File: src/rtl/mem_wb_data_stage_if.sv
// Memory-side port of the MEM/WB data stage: one request channel, one load-return channel.
interface mem_wb_data_stage_if #(
  parameter int XLEN   = 32,
  parameter int ADDR_W = 32
);
  localparam int STRB_W = XLEN / 8;

  logic              mem_req;
  logic              mem_we;
  logic [ADDR_W-1:0] mem_addr;
  logic [STRB_W-1:0] mem_wstrb;
  logic [XLEN-1:0]   mem_wdata;
  logic              mem_ready;
  logic              mem_rvalid;
  logic [XLEN-1:0]   mem_rdata;

  modport master (
    output mem_req, mem_we, mem_addr, mem_wstrb, mem_wdata,
    input  mem_ready, mem_rvalid, mem_rdata
  );

  modport slave (
    input  mem_req, mem_we, mem_addr, mem_wstrb, mem_wdata,
    output mem_ready, mem_rvalid, mem_rdata
  );
endinterface

File: src/rtl/mem_wb_data_stage.sv
// MEM/WB write-back stage with a variable-latency valid/ready memory port.
// States: IDLE waits for an access | REQ holds the request | WAIT awaits load data | DONE retires it
module mem_wb_data_stage #(
  parameter int XLEN   = 32,
  parameter int ADDR_W = 32,
  parameter int STRB_W = XLEN / 8
) (
  input  logic              clk,
  input  logic              rst,
  input  logic              bubbleW_i,
  input  logic              flushW_i,
  input  logic              wb_select_i,
  input  logic [2:0]        load_type_i,
  input  logic [STRB_W-1:0] write_en_i,
  input  logic [ADDR_W-1:0] addr_i,
  input  logic [XLEN-1:0]   in_data_i,
  mem_wb_data_stage_if.master mem,
  output logic              miss_o,
  output logic              misalign_o,
  output logic [XLEN-1:0]   data_WB_o,
  output logic              wb_valid_o
);

  localparam int OFF_W = $clog2(STRB_W);

  localparam logic [2:0] LT_NONE = 3'd0;
  localparam logic [2:0] LT_LB   = 3'd1;
  localparam logic [2:0] LT_LH   = 3'd2;
  localparam logic [2:0] LT_LW   = 3'd3;
  localparam logic [2:0] LT_LBU  = 3'd4;
  localparam logic [2:0] LT_LHU  = 3'd5;
  localparam logic [2:0] LT_LWU  = 3'd6;
  localparam logic [2:0] LT_LD   = 3'd7;

  typedef enum logic [1:0] {S_IDLE, S_REQ, S_WAIT, S_DONE} state_t;

  state_t              state_q, state_d;
  logic                we_q, we_d;
  logic [ADDR_W-1:0]   addr_q, addr_d;
  logic [STRB_W-1:0]   wstrb_q, wstrb_d;
  logic [XLEN-1:0]     wdata_q, wdata_d;
  logic [2:0]          lt_q, lt_d;
  logic [OFF_W-1:0]    off_q, off_d;
  logic [XLEN-1:0]     rdata_q, rdata_d;
  logic                kill_q, kill_d;
  logic [XLEN-1:0]     data_q, data_d;
  logic                valid_q, valid_d;

  logic [OFF_W-1:0]    off;
  logic                is_store, is_access, mis_ld, misaligned, start;
  logic [2*STRB_W-1:0] strb_wide;
  logic [XLEN-1:0]     lane, ext, addr_x;

  assign off       = addr_i[OFF_W-1:0];
  assign is_store  = |write_en_i;
  assign is_access = is_store || (load_type_i != LT_NONE);
  assign strb_wide = {{STRB_W{1'b0}}, write_en_i} << off;

  always_comb begin
    mis_ld = 1'b0;
    case (load_type_i)
      LT_LH, LT_LHU: mis_ld = off[0];
      LT_LW, LT_LWU: mis_ld = |off[1:0];
      LT_LD:         mis_ld = |off;
      default:       mis_ld = 1'b0;
    endcase
  end

  // A store wins over a simultaneous load, so only its lane overflow matters.
  assign misaligned = is_store ? |strb_wide[2*STRB_W-1:STRB_W] : mis_ld;
  assign start      = (state_q == S_IDLE) && is_access && !misaligned && !flushW_i;

  assign miss_o     = start || (state_q == S_REQ) || (state_q == S_WAIT);
  assign misalign_o = !rst && (state_q == S_IDLE) && is_access && misaligned && !flushW_i;

  generate
    if (ADDR_W >= XLEN) begin : g_addr_trunc
      assign addr_x = addr_i[XLEN-1:0];
    end else begin : g_addr_zext
      assign addr_x = {{(XLEN-ADDR_W){1'b0}}, addr_i};
    end
  endgenerate

  always_comb begin
    state_d = state_q;
    we_d    = we_q;
    addr_d  = addr_q;
    wstrb_d = wstrb_q;
    wdata_d = wdata_q;
    lt_d    = lt_q;
    off_d   = off_q;
    rdata_d = rdata_q;
    kill_d  = kill_q;
    case (state_q)
      S_IDLE: begin
        if (start) begin
          state_d = S_REQ;
          we_d    = is_store;
          addr_d  = {addr_i[ADDR_W-1:OFF_W], {OFF_W{1'b0}}};
          wstrb_d = is_store ? strb_wide[STRB_W-1:0] : '0;
          wdata_d = in_data_i << {off, 3'b000};
          lt_d    = is_store ? LT_NONE : load_type_i;
          off_d   = off;
        end
      end
      S_REQ: begin
        if (flushW_i) kill_d = 1'b1;
        if (mem.mem_ready) state_d = we_q ? S_DONE : S_WAIT;
      end
      S_WAIT: begin
        if (flushW_i) kill_d = 1'b1;
        if (mem.mem_rvalid) begin
          rdata_d = mem.mem_rdata;
          state_d = S_DONE;
        end
      end
      S_DONE: begin
        kill_d  = 1'b0;
        state_d = S_IDLE;
      end
      default: state_d = S_IDLE;
    endcase
  end

  always_comb begin
    lane = rdata_q >> {off_q, 3'b000};
    case (lt_q)
      LT_LB:   ext = XLEN'($signed(lane[7:0]));
      LT_LH:   ext = XLEN'($signed(lane[15:0]));
      LT_LW:   ext = XLEN'($signed(lane[31:0]));
      LT_LBU:  ext = XLEN'(lane[7:0]);
      LT_LHU:  ext = XLEN'(lane[15:0]);
      LT_LWU:  ext = XLEN'(lane[31:0]);
      LT_LD:   ext = lane;
      default: ext = '0;
    endcase
  end

  // A killed transaction still retires through DONE, but its result is dropped.
  always_comb begin
    data_d  = data_q;
    valid_d = valid_q;
    if (!miss_o && !bubbleW_i) begin
      if (flushW_i || misalign_o || ((state_q == S_DONE) && kill_q)) begin
        data_d  = '0;
        valid_d = 1'b0;
      end else begin
        data_d  = wb_select_i ? ext : addr_x;
        valid_d = 1'b1;
      end
    end
  end

  always_ff @(posedge clk) begin
    if (rst) begin
      state_q <= S_IDLE;
      we_q    <= 1'b0;
      addr_q  <= '0;
      wstrb_q <= '0;
      wdata_q <= '0;
      lt_q    <= LT_NONE;
      off_q   <= '0;
      rdata_q <= '0;
      kill_q  <= 1'b0;
      data_q  <= '0;
      valid_q <= 1'b0;
    end else begin
      state_q <= state_d;
      we_q    <= we_d;
      addr_q  <= addr_d;
      wstrb_q <= wstrb_d;
      wdata_q <= wdata_d;
      lt_q    <= lt_d;
      off_q   <= off_d;
      rdata_q <= rdata_d;
      kill_q  <= kill_d;
      data_q  <= data_d;
      valid_q <= valid_d;
    end
  end

  assign mem.mem_req   = (state_q == S_REQ);
  assign mem.mem_we    = we_q;
  assign mem.mem_addr  = addr_q;
  assign mem.mem_wstrb = wstrb_q;
  assign mem.mem_wdata = wdata_q;

  assign data_WB_o  = data_q;
  assign wb_valid_o = valid_q;

endmodule

File: src/flat_wrapper.sv
// flat-port wrapper written by rule: the top's interface ports become plain ports
module mem_wb_data_stage_flat 
#(
  parameter int XLEN   = 32,
  parameter int ADDR_W = 32,
  parameter int STRB_W = XLEN / 8
)
  (clk, rst, bubbleW_i, flushW_i, wb_select_i, load_type_i, write_en_i, addr_i, in_data_i, miss_o, misalign_o, data_WB_o, wb_valid_o, mem_mem_req, mem_mem_we, mem_mem_addr, mem_mem_wstrb, mem_mem_wdata, mem_mem_ready, mem_mem_rvalid, mem_mem_rdata);
  mem_wb_data_stage_if #(.XLEN(XLEN), .ADDR_W(ADDR_W)) mem_i ();
  input  logic clk;
  input  logic rst;
  input  logic bubbleW_i;
  input  logic flushW_i;
  input  logic wb_select_i;
  input  logic [2:0] load_type_i;
  input  logic [STRB_W-1:0] write_en_i;
  input  logic [ADDR_W-1:0] addr_i;
  input  logic [XLEN-1:0] in_data_i;
  output logic miss_o;
  output logic misalign_o;
  output logic [XLEN-1:0] data_WB_o;
  output logic wb_valid_o;
  output wire logic [$bits(mem_i.mem_req)-1:0] mem_mem_req;
  output wire logic [$bits(mem_i.mem_we)-1:0] mem_mem_we;
  output wire logic [$bits(mem_i.mem_addr)-1:0] mem_mem_addr;
  output wire logic [$bits(mem_i.mem_wstrb)-1:0] mem_mem_wstrb;
  output wire logic [$bits(mem_i.mem_wdata)-1:0] mem_mem_wdata;
  input wire logic [$bits(mem_i.mem_ready)-1:0] mem_mem_ready;
  input wire logic [$bits(mem_i.mem_rvalid)-1:0] mem_mem_rvalid;
  input wire logic [$bits(mem_i.mem_rdata)-1:0] mem_mem_rdata;
  assign mem_mem_req = mem_i.mem_req;
  assign mem_mem_we = mem_i.mem_we;
  assign mem_mem_addr = mem_i.mem_addr;
  assign mem_mem_wstrb = mem_i.mem_wstrb;
  assign mem_mem_wdata = mem_i.mem_wdata;
  assign mem_i.mem_ready = mem_mem_ready;
  assign mem_i.mem_rvalid = mem_mem_rvalid;
  assign mem_i.mem_rdata = mem_mem_rdata;
  mem_wb_data_stage #(.XLEN(XLEN), .ADDR_W(ADDR_W), .STRB_W(STRB_W)) u_core (.clk(clk), .rst(rst), .bubbleW_i(bubbleW_i), .flushW_i(flushW_i), .wb_select_i(wb_select_i), .load_type_i(load_type_i), .write_en_i(write_en_i), .addr_i(addr_i), .in_data_i(in_data_i), .mem(mem_i), .miss_o(miss_o), .misalign_o(misalign_o), .data_WB_o(data_WB_o), .wb_valid_o(wb_valid_o));
endmodule
File: config.mk
export PLATFORM = sky130hd
export DESIGN_NAME = mem_wb_data_stage_flat
export DESIGN_NICKNAME = d
export VERILOG_FILES = /design/src/rtl/mem_wb_data_stage_if.sv /design/src/rtl/mem_wb_data_stage.sv /design/src/flat_wrapper.sv
export SDC_FILE = /design/constraint.sdc
export NUM_CORES = 1
export LEC_CHECK = 0
export CORE_ASPECT_RATIO = 1.1
export CORE_MARGIN = 2
export CORE_UTILIZATION = 46
export CTS_CLUSTER_SIZE = 20
export DETAILED_ROUTE_END_ITERATION = 6
export GPL_TIMING_DRIVEN = 1
export PLACE_DENSITY_LB_ADDON = 0.1
export SLEW_MARGIN = 25
export SYNTH_ARGS = -nofsm -noshare
export SYNTH_HDL_FRONTEND = slang
export SYNTH_SLANG_ARGS = --single-unit
File: constraint.sdc
create_clock -name clk -period 3.1 [get_ports clk]
set_clock_uncertainty 0.05 [all_clocks]
set_input_delay 0.465 -clock clk [delete_from_list [all_inputs] [get_ports clk]]
set_output_delay 0.465 -clock clk [all_outputs]
set_load 0.02 [all_outputs]
# After elaboration in Yosys (flattened, before gate mapping)
# Index checks and enable logic that the tools add are counted.
# W data, S select, Z words.
# totals
regBits	140
inputBits	110
out_inout_bits	105
# classes
eq_ne	19
shift	3
muxes	15
n_reduce_logical	33
# op_table
operator	count
$pmux W32 S5	1
$mux W32	2
$shl A32 B5 Y32	1
$shr A32 B5 Y32	1
$eq A3 B3 Y1 const B	7
$eq A3 B2 Y1 const B	4
$logic_and A1 B1 Y1	9
$pmux W2 S4	1
$reduce_or A4 Y1	2
$shl A4 B2 Y8	1
$mux W2	3
$ne A2 B1 Y1 const B	3
$reduce_and A2 Y1	3
$reduce_or A2 Y1	3
$reduce_or A3 Y1	2
$logic_not A1 Y1	5
$logic_or A1 B1 Y1	5
$eq A2 B2 Y1 const B	2
$mux W1	4
$mux W4	1
$pmux W1 S2	2
$eq A3 B1 Y1 const B	1
$mux W3	1
$reduce_and A3 Y1	1
5 further kinds	5

# Longest topological paths before layout
# depth
depth_word	11
mapped_depth	10
ltp_nobuf	7

# Worst setup path after synthesis
# OpenSTA, ideal clock, no wires.
# synth_timing
path_type	input to output
from	in write_en_i[1]
to	out miss_o
arrival_time_ps	1943
path_slack_ps	642
stages	5
n_path_buf	1
path_cell_list	or4_4 > o41ai_4 > a211oi_1 > buf_2 > or3_1
# synth_between
elab_chain_len	8
word_cells_on_any_way	11
# synth_lines
element	line_no	rtl
start: declaration	flat_wrapper.sv:16	input logic [STRB_W-1:0] write_en_i;
$shl A4 B2 Y8	mem_wb_data_stage.sv:57	assign strb_wide = {{STRB_W{1'b0}}, write_en_i} << off;
$reduce_or A4 Y1	mem_wb_data_stage.sv:70	assign misaligned = is_store ? |strb_wide[2*STRB_W-1:STRB_W] : mis_ld;
$mux W1	mem_wb_data_stage.sv:70	
$logic_not A1 Y1	mem_wb_data_stage.sv:71	assign start = (state_q == S_IDLE) && is_access && !misaligned && !flushW_i;
$logic_and A1 B1 Y1 * (2 in a row)	mem_wb_data_stage.sv:71	
$logic_or A1 B1 Y1 * (2 in a row)	mem_wb_data_stage.sv:73	assign miss_o = start || (state_q == S_REQ) || (state_q == S_WAIT);
end: declaration	flat_wrapper.sv:19	output logic miss_o;
# Every way passes the cells marked *; elsewhere a longest branch is shown, timed or not.

# Worst setup path in the final report
# Ends and elaborated chain as after synthesis.

==> results.ini <==
[status]
status=completed

[power]
total_leakage_power_uw=0.003322
ir_drop_mv=0.3302
pwr_density_cell_nw_per_um2=639.4

[clocking]
clk_path_buf_depth=2
worst_skew_pair.late_latency_ns=0.42
number_of_hold_buffers_added_after_cts=0
clk_pin_slew_worst_paths_ns=0.06
post-cts-setup-buffer-count=0
cts_max_level=4
cts-buffers-inserted=17
numClockSinks=140
cts-root-buf=sky130_fd_sc_hd__clkbuf_16
cts_tree=built

[sta]
hold_ws_ns=0.4019
clock.fmax_ghz=0.3325
final.min_clock_period_ns=3.008
grt_setup_unrepaired=no
final-max-slew-violation-count=0
worst_slack_ns=0.09243
transition_at_the_pin_with_the_smallest_max_transition_slack_ns=0.7562
report.final.hold_viol_count=0
tns_ns=0
max_slew_margin=0.4948
setup_viol=0
final_min_period_over_clock_period=0.9702

[logic_synthesis]
yosys_warnings=0
postSynth.asyncResetShare=0
yosysTopAreaCell=sky130_fd_sc_hd__dfxtp_1
syn-instance-count=790
synthMostInstantiatedCell=sky130_fd_sc_hd__nand2_1
postSynth.topFlopCell=sky130_fd_sc_hd__dfxtp_1
post_synth_instance_area_um2=6454
synth.ff_latch_count=140
synthTopCellsByArea=sky130_fd_sc_hd__dfxtp_1, sky130_fd_sc_hd__nand2_1, sky130_fd_sc_hd__a21oi_1
yosys.cell_types.count=50
synth_common_cells=sky130_fd_sc_hd__nand2_1, sky130_fd_sc_hd__dfxtp_1, sky130_fd_sc_hd__a21oi_1, sky130_fd_sc_hd__nor2_1, sky130_fd_sc_hd__clkbuf_1
mean_post_synth_cell_area_um2=8.169
portion_of_the_post_synthesis_area_used_by_sequential_elements=0.4343
synth_top_cell_area_share=0.4343
synth_enable_flop_cells=0

[worst_setup_path]
required_ns=2.58
delay_contributed_by_the_slowest_stage_of_the_critical_path_ns=0.57
timing.reg2reg.worst_path_depth=6
setup.worst_path.class=primary input to primary output
peak_fanout_along_the_critical_path=2
slowest_cp_cell=sky130_fd_sc_hd__or4_4
rr_startpoint=u_core.off_q[1]
critical_path.cell_chain=clkdlybuf4s50_1, or4_4, o41ai_4, a211oi_4, or3_1, dlygate4sd2_1
r2r_end=u_core.data_WB_o[26]
timing.critical_path.to_type=primary output
arrival_ns=2.49
worst-r2r-setup-slack_ns=0.71
startpoint_class_of_the_critical_path=primary input

[min_path]
hold_end=u_core.mem.mem_wdata[26]
hp-class=register to register
min_from=u_core.mem.mem_wdata[26]
holdPathStages=2

[global_route]
grt_pass1_vias=6225
grt_max_degree=73
antenna_found_initial=0
global_router_s_overall_resource_usage=0.2681
overflow=0
grt_pass1_wl_um=31080

[floorplan]
initial_core_util=0.4698
fp.dieW_um=116.9
die_h_um=128.2
floorplan.rows=45
die_area_um2=14990
core-area_um2=13740
num_io_pins=215

[placement]
dp.final_hpwl_um=14800
buffer_ports.inserted=212
place_congestion=0.8613
placed_cell_area_um2=8715
place_worst_setup_slack_ns=-0.1422

[drt]
postRouteAntennaNets=0
route.vias.total=6379
drt_first_pass_iters=5
drt_first_iter_violations=488
drc_errors=0
routed_via_density=5.420
drt-total-wl_um=20310
wire_per_inst_um=17.25

[final_layout]
area_growth_pct=45.37
stdcell_area_um2=9382
nNetsFinal=1091
antenna_cells=0
post_route_cells_drive_above_1_share=0.07786

[flow_run]
maxCapViolCount=0

where the power goes:
group | switching (uW) | internal (uW)
Clock | 771 | 1510
Combinational | 903 | 712
Sequential | 126 | 1970
sequential cells by signal, indices dropped and copies added, names as in the netlist, 2 cells and up:
register and count:
u_core.data_WB_o 32, u_core.lt_q 3, u_core.mem.mem_addr 30, u_core.mem.mem_wdata 32, u_core.mem.mem_wstrb 4, u_core.off_q 2, u_core.rdata_q 32, u_core.state_q 2
worst max-delay path by stage:
stage | startpoint | to | slack, ns | cells past startpoint
global route | write_en_i[0] | miss_o | 0.03 | 6
CTS | write_en_i[1] | miss_o | 0.09 | 6
global placement | write_en_i[1] | misalign_o | -0.13 | 6
detailed placement | write_en_i[1] | misalign_o | -0.14 | 6
finish | write_en_i[1] | miss_o | 0.09 | 6
floorplan | write_en_i[1] | miss_o | 0.64 | 5
timing repair:
item                                   in CTS  in global routing
resized for setup                           2                  0
endpoints found under the hold margin       0                  0
setup endpoints to repair                   2                  0
per-stage QoR:
step                std cells  utilization  total power [uW]
finish                   1177       0.6829              5999
global route             1177       0.6829              6251
CTS                      1177       0.6829              6028
detailed placement       1145       0.6343              3757
global placement         1145       0.6343              3711
floorplan                 791            -              3068
worst max-delay path: cells and delay by family:
kind	cells	cell delay [ns]
simple gates	2	0.89
compound gates	2	0.39
buf+inv	2	0.75
per-layer routing:
metal,track usage,vias to the layer above,routed length [um]
met5,0,-,0
met4,0.1073,0,573
met3,0.06336,42,1325
met2,0.4723,242,10220
met1,0.3101,2955,8185
li1,-,3140,-
cell type report:
cell class / instances / area (um2)
fillers: 1191 / 4357
clock inverters: 10 / 185.2
multi-input cells: 572 / 3302
clock buffers: 22 / 484.2
flip-flops and latches: 140 / 2803
well taps: 188 / 235.2
inverters: 8 / 30.03
repair buffers: 237 / 2342
kinds of logic after synthesis:
logic type	Yosys count	synth area share
AND/OR/NAND/NOR	291	0.1886
AO/OA/AOI/OAI	222	0.2257
flip-flops	140	0.4343
buffers and inverters	79	0.05680
multiplexers	52	0.08433
adder cells (fa/ha/maj)	5	0.009694
other	1	0.0005811
placed cells by master (no fill, tap or decap), drive strengths merged, types with 2 or more instances in the layout:
cell           count
clkdlybuf4s50    209
nand2            180
dfxtp            140
a21oi            115
nor2              62
mux2i             42
buf               26
a22oi             24
clkbuf            22
nor3              18
o2bb2ai           16
o21ai             16
o211ai            13
a211oi            11
mux2               9
nand3              9
a221o              8
a32o               7
nand3b             7
inv                7
ha                 5
bufinv             5
and3               5
clkinv             5
or3                2
nand2b             2
conb               2
dlygate4sd2        2
nor4               2
a22o               2
No activity file was read; power rests on OpenSTA's default activity.
==> RTL edit: new RTL, config.mk and constraints unchanged <==
`ADDR_W` is set to 32 in 3 places; all go to 64.
--- a/src/rtl/mem_wb_data_stage_if.sv
+++ b/src/rtl/mem_wb_data_stage_if.sv
@@ -1,7 +1,7 @@
 // Memory-side port of the MEM/WB data stage: one request channel, one load-return channel.
 interface mem_wb_data_stage_if #(
   parameter int XLEN   = 32,
-  parameter int ADDR_W = 32
+  parameter int ADDR_W = 64
 );
   localparam int STRB_W = XLEN / 8;
 
--- a/src/rtl/mem_wb_data_stage.sv
+++ b/src/rtl/mem_wb_data_stage.sv
@@ -2,7 +2,7 @@
 // States: IDLE waits for an access | REQ holds the request | WAIT awaits load data | DONE retires it
 module mem_wb_data_stage #(
   parameter int XLEN   = 32,
-  parameter int ADDR_W = 32,
+  parameter int ADDR_W = 64,
   parameter int STRB_W = XLEN / 8
 ) (
   input  logic              clk,
--- a/src/flat_wrapper.sv
+++ b/src/flat_wrapper.sv
@@ -2,7 +2,7 @@
 module mem_wb_data_stage_flat 
 #(
   parameter int XLEN   = 32,
-  parameter int ADDR_W = 32,
+  parameter int ADDR_W = 64,
   parameter int STRB_W = XLEN / 8
 )
   (clk, rst, bubbleW_i, flushW_i, wb_select_i, load_type_i, write_en_i, addr_i, in_data_i, miss_o, misalign_o, data_WB_o, wb_valid_o, mem_mem_req, mem_mem_we, mem_mem_addr, mem_mem_wstrb, mem_mem_wdata, mem_mem_ready, mem_mem_rvalid, mem_mem_rdata);
Interface: changed (resized addr_i and mem_mem_addr); port bits go from 215 to 279. The function was not compared with the original's and may differ.
==> RTL edit against the unedited design <==
  * Worst setup slack improved by 23 ps
  * Area after synthesis grew 17%
  * Final cell count up 18%
  * Power increased by 11%
  * Clock power down 7%
  * Final area rose by 18%
  * Routed wire length up 18%
  * Critical endpoint unchanged
  * Largest power group is now registers
  * Sequential cell count up 32
==> RTL edit: results (changes against the unedited design) <==
status completed; worst slack, placed -111.0 ps (+31.15 ps); combinational share of power 0.296 (+0.027); Fmax 335.1 MHz (+0.77%); share of cells above drive strength 1 0.06998 (-0.007873); IO Port Bufs 276 (+30%); sequential fraction of the synthesis area 0.4569 (+0.02264); clock buffer depth 2 (unchanged); placed cell count 1358 (+19%); critical path's largest stage delay about 560 ps; Syn. warnings 0 (unchanged); Filler cells 1437 (+21%); vias in the first global route 7046 (+13%); register share of total power 0.387 (+0.037); initial drt markers 442 (-9.4%); Leak 3.907 nW (+18%); critical path's top delay family simple AND/OR/NAND/NOR gates; drt total wl 23900 um (+18%); FF-to-FF setup slack 560 ps (-150 ps); first-pass GRT wire length 37700 um (+21%); GRT Overall Usage 0.2673 (-0.0008591); worst hold path type input pin to register; Total Nets Final 1320 (+21%); post-synthesis cell type count 50 (unchanged); worst-case vdd ir drop 386.6 uV (+17%); worst endpoint data arrival time 2470 ps (-20 ps); dominant cells by area after synthesis dfxtp_1 (46%), nand2_1 (12%), a21oi_1 (9.8%); Mapped Cells 927 (+17%); Commonest cells post-synth nand2_1 (244), dfxtp_1 (172), a21oi_1 (147); RePlAce Congestion 0.8397 (-2.5%); net switching fraction of the power 0.3221 (+0.02202); vias 7461 (+17%); number of H-tree levels 4 (unchanged); Slew headroom 0.4077 (-0.08707); hold slack 388.6 ps (-13.40 ps); Sw Pwr 2.140 mW (+19%); DR pass1 iterations 4 (-1); post-placement cell area 10490 um2 (+20%); maximum number of pins on one net before global-route repair 83 (+14%); Resized cells post-CTS 2 (unchanged); via/cell ratio 5.368 (-0.96%); post-DP HPWL 17020 um (+15%)
-- RTL edit: changes by cell type in the layout (fill, tap and decap cells not counted), moves of 2 or more --
cell	unedited run	this run
nand2_1	180	244
clkdlybuf4s50_1	209	272
a21oi_1	115	147
dfxtp_1	140	172
bufinv_16	5	1
buf_4	23	26
inv_6	0	3
buf_12	3	5
-- RTL edit: metal layers --
layer / GRT usage / vias up / share of wire
li1: - / 3694 / -
met1: 0.3419 / 3468 / 0.43
met4: 0.1186 / 0 / 0.034
met2: 0.4445 / 252 / 0.49
met3: 0.04334 / 47 / 0.046
met5: 0 / - / 0
-- RTL edit: area by class of cell --
type,instances,area [um2],area share
clock inverter,11,107.6,0.009715
inverter,8,30.03,0.002711
sequential,172,3443,0.3109
clock buffer,21,480.5,0.04338
tap,204,255.2,0.02305
timing repair buffer,306,3040,0.2745
multi-input combinational,668,3719,0.3357
-- RTL edit: cells by family (layout without fill, tap and decap cells) --
kind of cell,after synthesis,after routing,share of synthesized area
AND/OR/NAND/NOR,355,355,0.1934
other,1,2,0.0004976
flip-flops,172,172,0.4569
buffers and inverters,88,346,0.05230
multiplexers,52,52,0.07222
adder cells (fa/ha/maj),5,5,0.008302
AO/OA/AOI/OAI,254,254,0.2163
-- RTL edit: worst paths after layout --
kind                                                      startpoint                              endpoint  cells past startpoint
worst max-delay path                                   write_en_i[1]                                miss_o                      6
worst min-delay path                                             rst      u_core.data_WB_o[3]$_SDFFE_PP0P_                      2
worst max register to register          u_core.off_q[1]$_SDFFE_PP0P_     u_core.data_WB_o[31]$_SDFFE_PP0P_                      6
worst min register to register  u_core.mem.mem_wdata[0]$_SDFFE_PP0P_  u_core.mem.mem_wdata[0]$_SDFFE_PP0P_                      2
